<file path="src/rtl/bus_capture.sv">
// Samples the shared tri-state bus once per driver-enable window (after a one-cycle settle)
// and queues {source, data} in a first-word-fall-through FIFO on a valid/ready stream.
//
//   state  | meaning
//   IDLE   | no driver enabled
//   SETTLE | first cycle of a window, bus not yet stable
//   HOLD   | window already captured, waiting for oe to change
//   FAULT  | both drivers enabled, no captures until oe returns to 00
module bus_capture #(
  parameter int DATA_W = 8,
  parameter int DEPTH  = 4
) (
  input  logic                     clk,
  input  logic                     rst_n,
  input  logic [1:0]               oe,
  input  logic [DATA_W-1:0]        bus,
  output logic [DATA_W-1:0]        out_data,
  output logic                     out_src,
  output logic                     out_valid,
  input  logic                     out_ready,
  output logic [$clog2(DEPTH):0]   count,
  output logic                     overflow,
  output logic                     contention
);

  localparam int AW = $clog2(DEPTH);
  localparam int CW = AW + 1;

  typedef enum logic [1:0] {IDLE, SETTLE, HOLD, FAULT} state_t;

  state_t state, state_nxt;
  logic   src, src_nxt;
  logic   capture;
  logic   single, same;

  assign single = oe[0] ^ oe[1];
  assign same   = single && (oe[1] == src);

  always_ff @(posedge clk or negedge rst_n) begin
    if (!rst_n) begin
      state <= IDLE;
      src   <= 1'b0;
    end else begin
      state <= state_nxt;
      src   <= src_nxt;
    end
  end

  always_comb begin
    state_nxt = state;
    src_nxt   = src;
    capture   = 1'b0;
    case (state)
      IDLE: begin
        if (oe == 2'b11) begin
          state_nxt = FAULT;
        end else if (single) begin
          state_nxt = SETTLE;
          src_nxt   = oe[1];
        end
      end
      SETTLE: begin
        if (oe == 2'b11) begin
          state_nxt = FAULT;
        end else if (oe == 2'b00) begin
          state_nxt = IDLE;
        end else if (same) begin
          state_nxt = HOLD;
          capture   = 1'b1;
        end else begin
          state_nxt = SETTLE;
          src_nxt   = oe[1];
        end
      end
      HOLD: begin
        if (oe == 2'b11) begin
          state_nxt = FAULT;
        end else if (oe == 2'b00) begin
          state_nxt = IDLE;
        end else if (!same) begin
          state_nxt = SETTLE;
          src_nxt   = oe[1];
        end
      end
      FAULT: begin
        if (oe == 2'b00) state_nxt = IDLE;
      end
      default: state_nxt = IDLE;
    endcase
  end

  logic [DATA_W:0] mem [DEPTH];
  logic [AW-1:0]   wr_ptr, rd_ptr;
  logic            pop, full, wr_en;

  assign full  = (count == CW'(DEPTH));
  assign pop   = out_valid && out_ready;
  // When full, a same-cycle pop frees the slot the write lands in.
  assign wr_en = capture && (!full || pop);

  always_ff @(posedge clk or negedge rst_n) begin
    if (!rst_n) begin
      for (int i = 0; i < DEPTH; i++) mem[i] <= '0;
      wr_ptr     <= '0;
      rd_ptr     <= '0;
      count      <= '0;
      overflow   <= 1'b0;
      contention <= 1'b0;
    end else begin
      if (wr_en) begin
        mem[wr_ptr] <= {src, bus};
        wr_ptr      <= wr_ptr + 1'b1;
      end
      if (pop) rd_ptr <= rd_ptr + 1'b1;
      case ({wr_en, pop})
        2'b10:   count <= count + 1'b1;
        2'b01:   count <= count - 1'b1;
        default: count <= count;
      endcase
      if (capture && full && !pop) overflow <= 1'b1;
      if (oe == 2'b11) contention <= 1'b1;
    end
  end

  assign out_valid = (count != '0);
  assign out_data  = mem[rd_ptr][DATA_W-1:0];
  assign out_src   = mem[rd_ptr][DATA_W];

endmodule

</file>
<file path="config.mk">
export PLATFORM = sky130hd
export DESIGN_NAME = bus_capture
export DESIGN_NICKNAME = d
export VERILOG_FILES = /design/src/rtl/bus_capture.sv
export SDC_FILE = /design/constraint.sdc
export NUM_CORES = 1
export LEC_CHECK = 0
export CORE_ASPECT_RATIO = 0.6
export CORE_MARGIN = 1.5
export CORE_UTILIZATION = 39
export DETAILED_ROUTE_END_ITERATION = 6
export SLEW_MARGIN = 0
export SYNTH_ARGS = -nofsm -noshare
export SYNTH_HDL_FRONTEND = slang
export SYNTH_SLANG_ARGS = --single-unit
</file>
<file path="constraint.sdc">
create_clock -name clk -period 2.3 [get_ports clk]
set_input_delay 0.46 -clock clk [delete_from_list [all_inputs] [get_ports clk]]
set_output_delay 0.46 -clock clk [all_outputs]
set_load 0.02 [all_outputs]
</file>
# Word-level counts from Yosys, hierarchy flattened
# Cells that the tools add are included.
word_totals:
  in_bits: 13
  elab_cells: 81
  out_inout_bits: 15
  ff_bits: 48
op_classes:
  n_bitwise: 3
  n_addsub: 4
  n_lt_le_gt_ge: 3
  n_reduce_logical: 17
  mux: 27
  n_eq_ne: 16
ops:
  columns: ["op", "count"]
  rows:
  - ["36-bit bitwise mux", 1]
  - ["9-bit 2-to-1 mux", 3]
  - ["9-bit binary-select mux with 2-bit select", 1]
  - ["9-bit demux with 2-bit select", 1]
  - ["2-bit 2-to-1 mux", 9]
  - ["2-bit != test (second input constant)", 6]
  - ["1-bit 2-to-1 mux", 9]
  - ["2-bit equality test (second input constant)", 4]
  - ["2-bit one-hot mux with 4 select lines", 1]
  - ["3-bit >= comparator (second input constant)", 2]
  - ["1-bit logical AND", 6]
  - ["2-bit NOT with 3-bit output", 2]
  - ["3-bit one-hot mux with 2 select lines", 1]
  - ["6-bit AND reduction", 1]
  - ["2-bit by 1-bit adder with 2-bit output (second input constant)", 2]
  - ["2-bit by 1-bit equality test with 1-bit output (second input constant)", 2]
  - ["2-bit logical NOT", 2]
  - ["4-bit != test (second input constant)", 1]
  - ["2-bit nonzero test", 2]
  - ["3-bit by 1-bit adder with 3-bit output (second input constant)", 1]
  - ["3-bit equality test (second input constant)", 1]
  - ["3-bit by 1-bit < comparator with 1-bit output (second input constant)", 1]
  - ["3-bit != test (second input constant)", 1]
  - ["3-bit AND reduction", 1]
  - ["8 further kinds", 9]

# Longest topological paths before layout
# Gate-level depths: netlist (run 1).
depth:
  ltp_word: 9
  mapped_depth: 10
  depth_no_buf: 10

# Worst setup path before layout (run 1)
# No wires, ideal clock.
synth_timing:
  path_kind: "register -> register"
  start: "register count[2]"
  end: "register count[1]"
  stages_incl_launch_ff: 8
  arrival_time_ps: 2206
  path_buffers: 0
  setup_time_ps: 125
  setup_slack_ps: -32
  synth_period_minus_slack_ps: 2332
  t_required_ps: 2175
  cell_sequence: "dfrtp_1 or3_1 and2_1 nand2_1 fa_1 nand4b_1 o21ai_0 a2111oi_0"
synth_via:
  elab_chain_len: 6
  elab_cells_between_ends: 10
  cone_classes: "eq/ne: 3; mux: 1; reduce/logical: 6"
synth_lines:
  columns: ["item", "line", "text"]
  rows:
  - ["start, declared", "21", "output logic [$clog2(DEPTH):0] count,"]
  - ["start signal, assigned", "116", "2'b10: count <= count + 1'b1;"]
  - ["start signal, assigned", "117", "2'b01: count <= count - 1'b1;"]
  - ["start signal, assigned", "118", "default: count <= count;"]
  - ["3-bit nonzero test *", "125", "assign out_valid = (count != '0);"]
  - ["net out_valid", "19", "output logic out_valid,"]
  - ["1-bit logical AND *", "97", "assign pop = out_valid && out_ready;"]
  - ["1-bit logical OR", "99", "assign wr_en = capture && (!full || pop);"]
  - ["1-bit logical AND", "99", null]
  - ["2-bit by 1-bit equality test with 1-bit output or 2-bit equality test (tied branches)", "115", "case ({wr_en, pop})"]
  - ["3-bit one-hot mux with 2 select lines or 2-bit nonzero test (tied branches)", null, null]
# The timed path passes the listed nets; every way through them passes the cells marked *.
# A chain may end at the register's enable or synchronous reset.

# Final worst setup path (run 1)
layout_timing:
  start: "input port oe[1]"
  end: "register count[2]"
layout_via:
  elab_chain_len: 9
  elab_cells_between_ends: 14
  cone_classes: "eq/ne: 4; mux: 5; bitwise: 1; reduce/logical: 4"
layout_lines:
  columns: ["item", "line", "text"]
  rows:
  - ["start, declared", "15", "input logic [1:0] oe,"]
  - ["1-bit bitwise XOR or 1-bit equality test (tied branches)", "36, 37", null]
  - ["1-bit logical AND", "37", "assign same = single && (oe[1] == src);"]
  - ["1-bit 2-to-1 mux", "67", "end else if (same) begin"]
  - ["1-bit 2-to-1 mux", "65", "end else if (oe == 2'b00) begin"]
  - ["1-bit 2-to-1 mux *", "63", "if (oe == 2'b11) begin"]
  - ["1-bit 2-to-1 mux *", "53", "case (state)"]
  - ["1-bit logical AND *", "99", null]
  - ["2-bit by 1-bit equality test with 1-bit output or 2-bit equality test (tied branches)", "115", null]
  - ["3-bit one-hot mux with 2 select lines or 2-bit nonzero test (tied branches)", null, null]
# Mark *: on every way between the ends. The rest lies on a longest branch, timed or not.

==> results of run 1 <==
## layout make-up
type	instances	area [sq um]	share of cell area, %
clock buffers	5	68.82	2.093
multi-input cells	120	1280	38.93
clock inverters	2	60.06	1.826
inverters	11	41.29	1.256
flip-flops and latches	48	1201	36.53
well taps	84	105.1	3.196
repair buffers	59	531.8	16.17
## layout by cell type (no fill, tap or decap), types with 2 or more instances in the layout
| master | instances |
|---|---|
| buf_2 | 2 |
| a21oi_1 | 4 |
| mux2i_1 | 4 |
| dlygate4sd2_1 | 9 |
| mux4_2 | 9 |
| nand2_1 | 9 |
| nand3_1 | 4 |
| o21ai_0 | 5 |
| buf_12 | 3 |
| inv_1 | 9 |
| dfrtp_1 | 48 |
| inv_2 | 2 |
| xor2_1 | 2 |
| nor2_1 | 2 |
| ha_1 | 8 |
| bufinv_16 | 2 |
| clkbuf_8 | 5 |
| mux2_4 | 3 |
| clkdlybuf4s50_1 | 15 |
| buf_4 | 28 |
| mux2_2 | 30 |
| xnor2_1 | 4 |
| or2_2 | 3 |
| nand2_4 | 4 |
| mux2_1 | 3 |
| ha_4 | 2 |
## stage by stage
| stage | utilization, % | area, sq um | total power [uW] | setup TNS, ns |
|---|---|---|---|---|
| global placement | 50.47 | 3098 | 3470 | -10.93 |
| floorplan | - | 2489 | 2681 | -0.04714 |
| global route | 53.57 | 3288 | 4436 | 0 |
| CTS | 53.12 | 3261 | 4139 | 0 |
| finish | 53.57 | 3288 | 4153 | 0 |
| detailed placement | 50.47 | 3098 | 3492 | -11.78 |
## sequential cells by signal, summed over array words and instances (netlist names)
signal and flops:
src 1, overflow 1, rd_ptr 2, state 2, wr_ptr 2, mem 36, count 3, contention 1
## kinds of logic after synthesis
family | after synthesis | share of synthesized area (%)
AOI/OAI and AO/OA | 19 | 5.039
xor gates and xnor gates | 6 | 2.116
adders and majority gates | 12 | 6.348
buffers and inverters | 15 | 2.620
DFF | 48 | 48.36
muxes | 49 | 26.55
and+or+nand+nor | 34 | 8.968
## what timing repair did
item / CTS / global route
gates resized for setup: 27 / 5
setup endpoints to repair: 16 / 2
pin swaps: 9 / 2
cloned: 0 / 0
buffers inserted: 1 / 1
## power by group
| group | internal [uW] | switching [uW] |
|---|---|---|
| Clock | 428 | 269 |
| Combinational | 1140 | 919 |
| Sequential | 1200 | 200 |
## worst max-delay path, cell delays in order
cell,delay (ns)
clkdlybuf4s15_2,0.20
inv_2,0.06
ha_2,0.27
nor4bb_4,0.15
buf_4,0.13
nand2_1,0.08
nand2_2,0.06
fa_2,0.34
or4_4,0.43
o211ai_1,0.10
nand3_1,0.09
## worst paths after layout
kind	from	end	slack, ns	depth (start not counted)
setup / recovery	oe[1]	count[2]	0.12	11
hold reg to reg	contention	contention	0.47	1
hold / removal	rst_n	count[1]	0.18	1
min in group clk	contention	contention	0.47	1
setup reg to reg	state[1]	count[1]	0.17	9
max in group asynchronous	rst_n	mem[3]	1.44	2
## per-layer routing
layer | vias to the layer above | wire length [um] | track usage, %
met5 | - | 0 | 0
met4 | 0 | 30 | 3.041
met3 | 5 | 149 | 3.320
met2 | 23 | 1999 | 22.81
met1 | 786 | 2613 | 23.29
li1 | 789 | - | -
==> PnR_summary.wiki, run 1 <==
{| class="wikitable"
! Metric !! Value
|-
| Number of core rows || 22
|-
| DRC marker count from the first detailed-route iteration || 55
|-
| Number of pins with negative max-slew slack in the final report || 0
|-
| Total number of nets in the final design || 270
|-
| Hold WS || 0.1782 ns
|-
| Number of buffers added to fix hold violations after cts || 0
|-
| Pre-CTS worst setup slack || -0.6649 ns
|-
| Initial standard-cell utilization of the core || 40.46%
|-
| Mean number of vias per cell || 4.872
|-
| Setup CP Type || in -> reg
|-
| Maximum root-to-sink buffer count || 2
|-
| Total standard cell area after synthesis || 2484 sq um
|-
| Share of synthesized area occupied by flip-flops and latches || 48.36%
|-
| Post-synth top area share || 48.36%
|-
| Number of instances in the synthesized netlist || 183
|-
| Full die area || 6872 sq um
|-
| Diode insertion count for antenna repair || 0
|-
| Clock latency at the later pin of the worst-skew pair || 0.29 ns
|-
| Chip Width || 106.0 um
|-
| Placeable core area || 6138 sq um
|-
| Congestion Overflow GR || 0
|-
| Yosys warning count || 0
|-
| Cell variety after synth || 41
|-
| Static leakage power || 0.001564 uW
|-
| Pin slew with the least headroom to its limit || 0.6302 ns
|-
| Vias in the first global route || 1592
|-
| Area added between synthesis and finish || 32.39%
|-
| CTS root buf || clkbuf_8
|-
| Fill count || 531
|-
| Post-layout instance count excluding filler cells || 329
|-
| Antenna-violating nets left || 0
|-
| Status || finished, final reports clean
|-
| Top cells by count, synth || 48 x dfrtp_1, 30 x mux2_2, 11 x ha_1, 11 x inv_1, 10 x nand2_1
|-
| Clock transition at path regs || 0.08 ns
|-
| Final count of negative-setup-slack endpoints || 0
|-
| Share of cells above drive strength 1 || 42.04%
|-
| Synthesized flop and latch total || 48
|-
| GRT Total Usage || 15.41%
|-
| # clock sinks || 48
|-
| Max-slew headroom at the worst pin || 57.99%
|-
| Setup WS post-layout || 0.1155 ns
|-
| Final worst clock skew || 0.006911 ns
|-
| Asr flop ratio synth || 100.0%
|-
| Hold Path Class || in -> async
|-
| Largest fanout on the critical path || 2
|-
| Most used DFF post-synth || dfrtp_1
|-
| Yosys top cell by area || dfrtp_1
|-
| Final critical-path required period || 2.185 ns
|-
| Post-synth net total || 208
|-
| Main area contributors after synthesis || dfrtp_1 48%, mux2_2 14%, mux4_2 8.2%
|-
| Arrival time of data at the critical path endpoint || 2.36 ns
|-
| Routed length per instance || 14.57 um
|-
| Total half-perimeter wirelength after legalization and detailed placement || 3492 um
|-
| Via count || 1603
|-
| Endpoint type of the worst setup path || register
|-
| CTS buffer count || 5
|-
| Number of endpoints with negative hold slack in the final report || 0
|-
| Number of enable-type register cells in the synthesized netlist || 0
|-
| Aggregate routed wire length || 4792 um
|-
| VDD IR-drop max || 0.6183 mV
|-
| Number of levels the H-tree was split into || 2
|-
| Number of detailed-routing iterations run before antenna repair || 4
|-
| Remaining routing DRC violations || 0
|-
| Global-route wire length before repair || 8093 um
|-
| Cell with the most instances after synthesis || dfrtp_1
|-
| Final Wtd Congestion || 0.7774
|-
| Number of instances in the placed design || 320
|-
| Upper clock frequency limit || 457.8 MHz
|-
| Total power divided by cell area || 1263 nW/um^2
|-
| CTS tree || yes
|-
| Die boundary height || 64.82 um
|-
| Initial antenna violation count || 0
|-
| Worst Path Required || 2.47 ns
|-
| Count of input and output buffers || 27
|-
| Average instance area after synthesis || 13.57 sq um
|-
| Kind of launch point of the worst setup path || primary input
|-
| I/O pin total || 28
|-
| Setup repair after global routing missed its margin || false
|-
| Total of max-cap violations || 0
|-
| Largest net degree at the start of global routing || 28
|-
| Final period util || 94.98%
|}
(Power assumes the default switching activity.)
==> run 2: changes to the inputs <==
CTS_CLUSTER_DIAMETER = 150   (was unset)
==> results of run 2 <==
Same layout as run 1: the final DEF is identical, and so are final timing and power.
==> run 3: changes to the inputs <==
CORE_MARGIN = 3   (was 1.5)
DONT_BUFFER_PORTS = 1   (was unset)
PLACE_DENSITY_LB_ADDON = 0.2   (was unset)
==> PnR_summary.wiki, run 3 (synthesis gave the netlist of run 1 again) <==
{| class="wikitable"
! Metric !! Value
|-
| Final worst clock skew || 0.005327 ns (was 0.006911 ns)
|-
| Kind of launch point of the worst setup path || register (was primary input)
|-
| Met3 Resource Use GR || 5.844% (was 3.320%)
|-
| Arrival time of data at the critical path endpoint || 2.36 ns (about the same)
|-
| Number of levels the H-tree was split into || 2 (unchanged)
|-
| Worst path slowest cell || or4_1 (was or4_4)
|-
| Hold Path Class || in -> reg (was in -> async)
|-
| CTS buffer count || 5 (unchanged)
|-
| Final std cell area, no fill || 2942 sq um (was 3288 sq um)
|-
| Leading cell types in the layout, fill and taps excluded || 48 x dfrtp_1, 30 x mux2_2, 20 x buf_4 (was 48 x dfrtp_1, 30 x mux2_2, 28 x buf_4)
|-
| # clock sinks || 48 (unchanged)
|-
| Register with the highest flop count || mem (unchanged)
|-
| Placed cell areas || 2733 sq um (was 3098 sq um)
|-
| Peak per-stage delay on the critical path || 0.54 ns (was 0.43 ns)
|-
| Worst R2R Start || state[0] (was state[1])
|-
| Number of core rows || 21 (was 22)
|-
| Number of endpoints with negative hold slack in the final report || 0 (unchanged)
|-
| Setup TNS || 0 ns (unchanged)
|-
| Aggregate routed wire length || 5279 um (was 4792 um)
|-
| Most frequent standard cell in the layout excluding fill and tap cells || dfrtp_1 (unchanged)
|-
| Pin slew with the least headroom to its limit || 0.5734 ns (was 0.6302 ns)
|-
| Remaining routing DRC violations || 0 (unchanged)
|-
| Fill count || 488 (was 531)
|-
| Largest fanout on the critical path || 3 (was 2)
|-
| Count of input and output buffers || 0 (was 27)
|-
| VDD IR-drop max || 0.4063 mV (was 0.6183 mV)
|-
| Diode insertion count for antenna repair || 0 (unchanged)
|-
| Total of max-cap violations || 0 (unchanged)
|-
| Worst r2r path cells || 8 (was 9)
|-
| Total power divided by cell area || 1309 nW/um^2 (was 1263 nW/um^2)
|-
| DRC marker count from the first detailed-route iteration || 29 (was 55)
|-
| Routed length per instance || 18.14 um (was 14.57 um)
|-
| Total half-perimeter wirelength after legalization and detailed placement || 3747 um (was 3492 um)
|-
| Largest net degree at the start of global routing || 49 (was 28)
|-
| Final Wtd Congestion || 0.7320 (was 0.7774)
|-
| Met2 Use GR || 25.00% (was 22.81%)
|-
| Maximum root-to-sink buffer count || 2 (unchanged)
|-
| Sink of the worst hold path || mem[15]
|-
| I/O pin total || 28 (unchanged)
|-
| Full die area || 7394 sq um (was 6872 sq um)
|-
| Sequence of cells on the critical path || ha_4 -> nor4bb_4 -> nand2_1 -> nand2_2 -> fa_2 -> or4_1 -> o211ai_1 -> nand3_1 (was clkdlybuf4s15_2 -> inv_2 -> ha_2 -> nor4bb_4 -> buf_4 -> nand2_1 -> nand2_2 -> fa_2 -> or4_4 -> o211ai_1 -> nand3_1)
|-
| Final critical-path required period || 2.172 ns (was 2.185 ns)
|-
| Area added between synthesis and finish || 18.44% (was 32.39%)
|-
| Die boundary height || 67.82 um (was 64.82 um)
|-
| Static leakage power || 0.001386 uW (was 0.001564 uW)
|-
| Setup CP Type || reg -> reg (was in -> reg)
|-
| Share of cells above drive strength 1 || 41.71% (was 42.04%)
|-
| Vias in the first global route || 1617 (was 1592)
|-
| Upper clock frequency limit || 460.4 MHz (was 457.8 MHz)
|-
| CTS tree || yes (unchanged)
|-
| Total number of nets in the final design || 235 (was 270)
|-
| Number of pins with negative max-slew slack in the final report || 0 (unchanged)
|-
| Final period util || 94.43% (was 94.98%)
|-
| Number of detailed-routing iterations run before antenna repair || 4 (unchanged)
|-
| Chip Width || 109.0 um (was 106.0 um)
|-
| Clock latency at the later pin of the worst-skew pair || 0.30 ns (was 0.29 ns)
|-
| Registers with the most flip-flops || mem: 36 flops, count: 3 flops (unchanged)
|-
| Clock transition at path regs || 0.09 ns (was 0.08 ns)
|-
| Status || finished, final reports clean (unchanged)
|-
| Via count || 1542 (was 1603)
|-
| Global-route wire length before repair || 8528 um (was 8093 um)
|-
| CTS root buf || clkbuf_8 (unchanged)
|-
| Number of flip-flops under the largest register name || 36 (unchanged)
|-
| Met1 demand-to-capacity share in global routing || 19.93% (was 23.29%)
|-
| Cells on Worst Hold Path || 1
|-
| Congestion Overflow GR || 0 (unchanged)
|-
| Final count of negative-setup-slack endpoints || 0 (unchanged)
|-
| GRT Total Usage || 15.87% (was 15.41%)
|-
| Worst hold path startpoint || bus[6]
|-
| Mean number of vias per cell || 5.299 (was 4.872)
|-
| Endpoint type of the worst setup path || register (unchanged)
|-
| Reg2Reg Capture Point || count[2] (was count[1])
|-
| Antenna-violating nets left || 0 (unchanged)
|-
| Minimum setup slack among reg-to-reg paths || 0.13 ns (was 0.17 ns)
|-
| Max-slew headroom at the worst pin || 61.77% (was 57.99%)
|-
| Initial antenna violation count || 0 (unchanged)
|-
| Initial standard-cell utilization of the core || 42.39% (was 40.46%)
|-
| Worst Path Required || 2.49 ns (was 2.47 ns)
|-
| Placeable core area || 5859 sq um (was 6138 sq um)
|-
| Most used routing layer in global routing || met2 (was met1)
|}
==> run 3: cell types whose count changed in the layout (fill, tap and decap cells not counted), sizes merged <==
cell / delta
dlygate4sd2: -9
clkdlybuf4s15: -1
clkdlybuf4s50: -15
buf: -11
dlygate4sd3: +1
clkbuf: +1
bufinv: -1
clkinv: +1
==> run 3: worst max-delay path by stage <==
stage | startpoint | end | slack, ns | cells past startpoint
2_1_floorplan | oe[1] | count[1] | -0.02 | 9
3_3_place_gp | oe[1] | count[1] | -0.06 | 9
3_5_place_dp | oe[1] | count[1] | -0.26 | 9
4_1_cts | state[1] | count[1] | 0.003 | 9
5_1_grt | state[1] | count[1] | -0.02 | 9
6_report | state[0] | count[2] | 0.13 | 8
==> run 3: cell type report <==
type,count,area [sq um],share of cell area (%)
clock buffers,6,72.57,2.467
clock inverters,2,35.03,1.191
inverters,11,41.29,1.404
multi-input cells,120,1264,42.96
flip-flops and latches,48,1201,40.83
well taps,80,100.1,3.403
repair buffers,24,227.7,7.741
==> run 3: critical path: cells and delay by family (launching register included) <==
kind,cells,cell delay (ns)
compound gates,1,0.12
fa+ha+maj,2,0.55
simple gates,5,0.95
flops,1,0.44
==> run 3: stage by stage <==
step | hold slack, ns | std cells | utilization, % | setup WS, ns | total power (uW)
6_report | 0.2978 | 291 | 50.20 | 0.1281 | 3850
2_1_floorplan | 0.1644 | 183 | - | -0.02467 | 2681
3_5_place_dp | 0.1654 | 278 | 46.64 | -0.2557 | 3153
4_1_cts | 0.2850 | 288 | 49.39 | 0.002802 | 3809
5_1_grt | 0.2781 | 291 | 50.20 | -0.01535 | 4106
3_3_place_gp | 0.1656 | 278 | 46.64 | -0.05827 | 3029
==> run 3: report_power, final <==
part | internal, uW | leakage (uW) | switching, uW | total, uW
sequential | 1200 | 0.000613 | 273 | 1470
combinational | 924 | 0.000718 | 852 | 1780
clock | 323 | 0.0000552 | 280 | 603
==> run 3: repair_timing <==
| item | CTS | global route |
|---|---|---|
| pin swaps | 1 | 6 |
| hold endpoints to repair | 48 | 0 |
| hold buffers | 2 | 0 |
| endpoints found under the setup margin | 1 | 2 |
| buffers inserted | 0 | 3 |
| resized for setup | 3 | 8 |
==> run 3: routing by layer <==
layer | up-vias | part of all wire, % | wire length [um]
li1 | 710 | - | -
met1 | 790 | 46 | 2415
met2 | 30 | 46 | 2452
met3 | 12 | 5.9 | 310
met4 | 0 | 1.9 | 100
met5 | - | 0 | 0
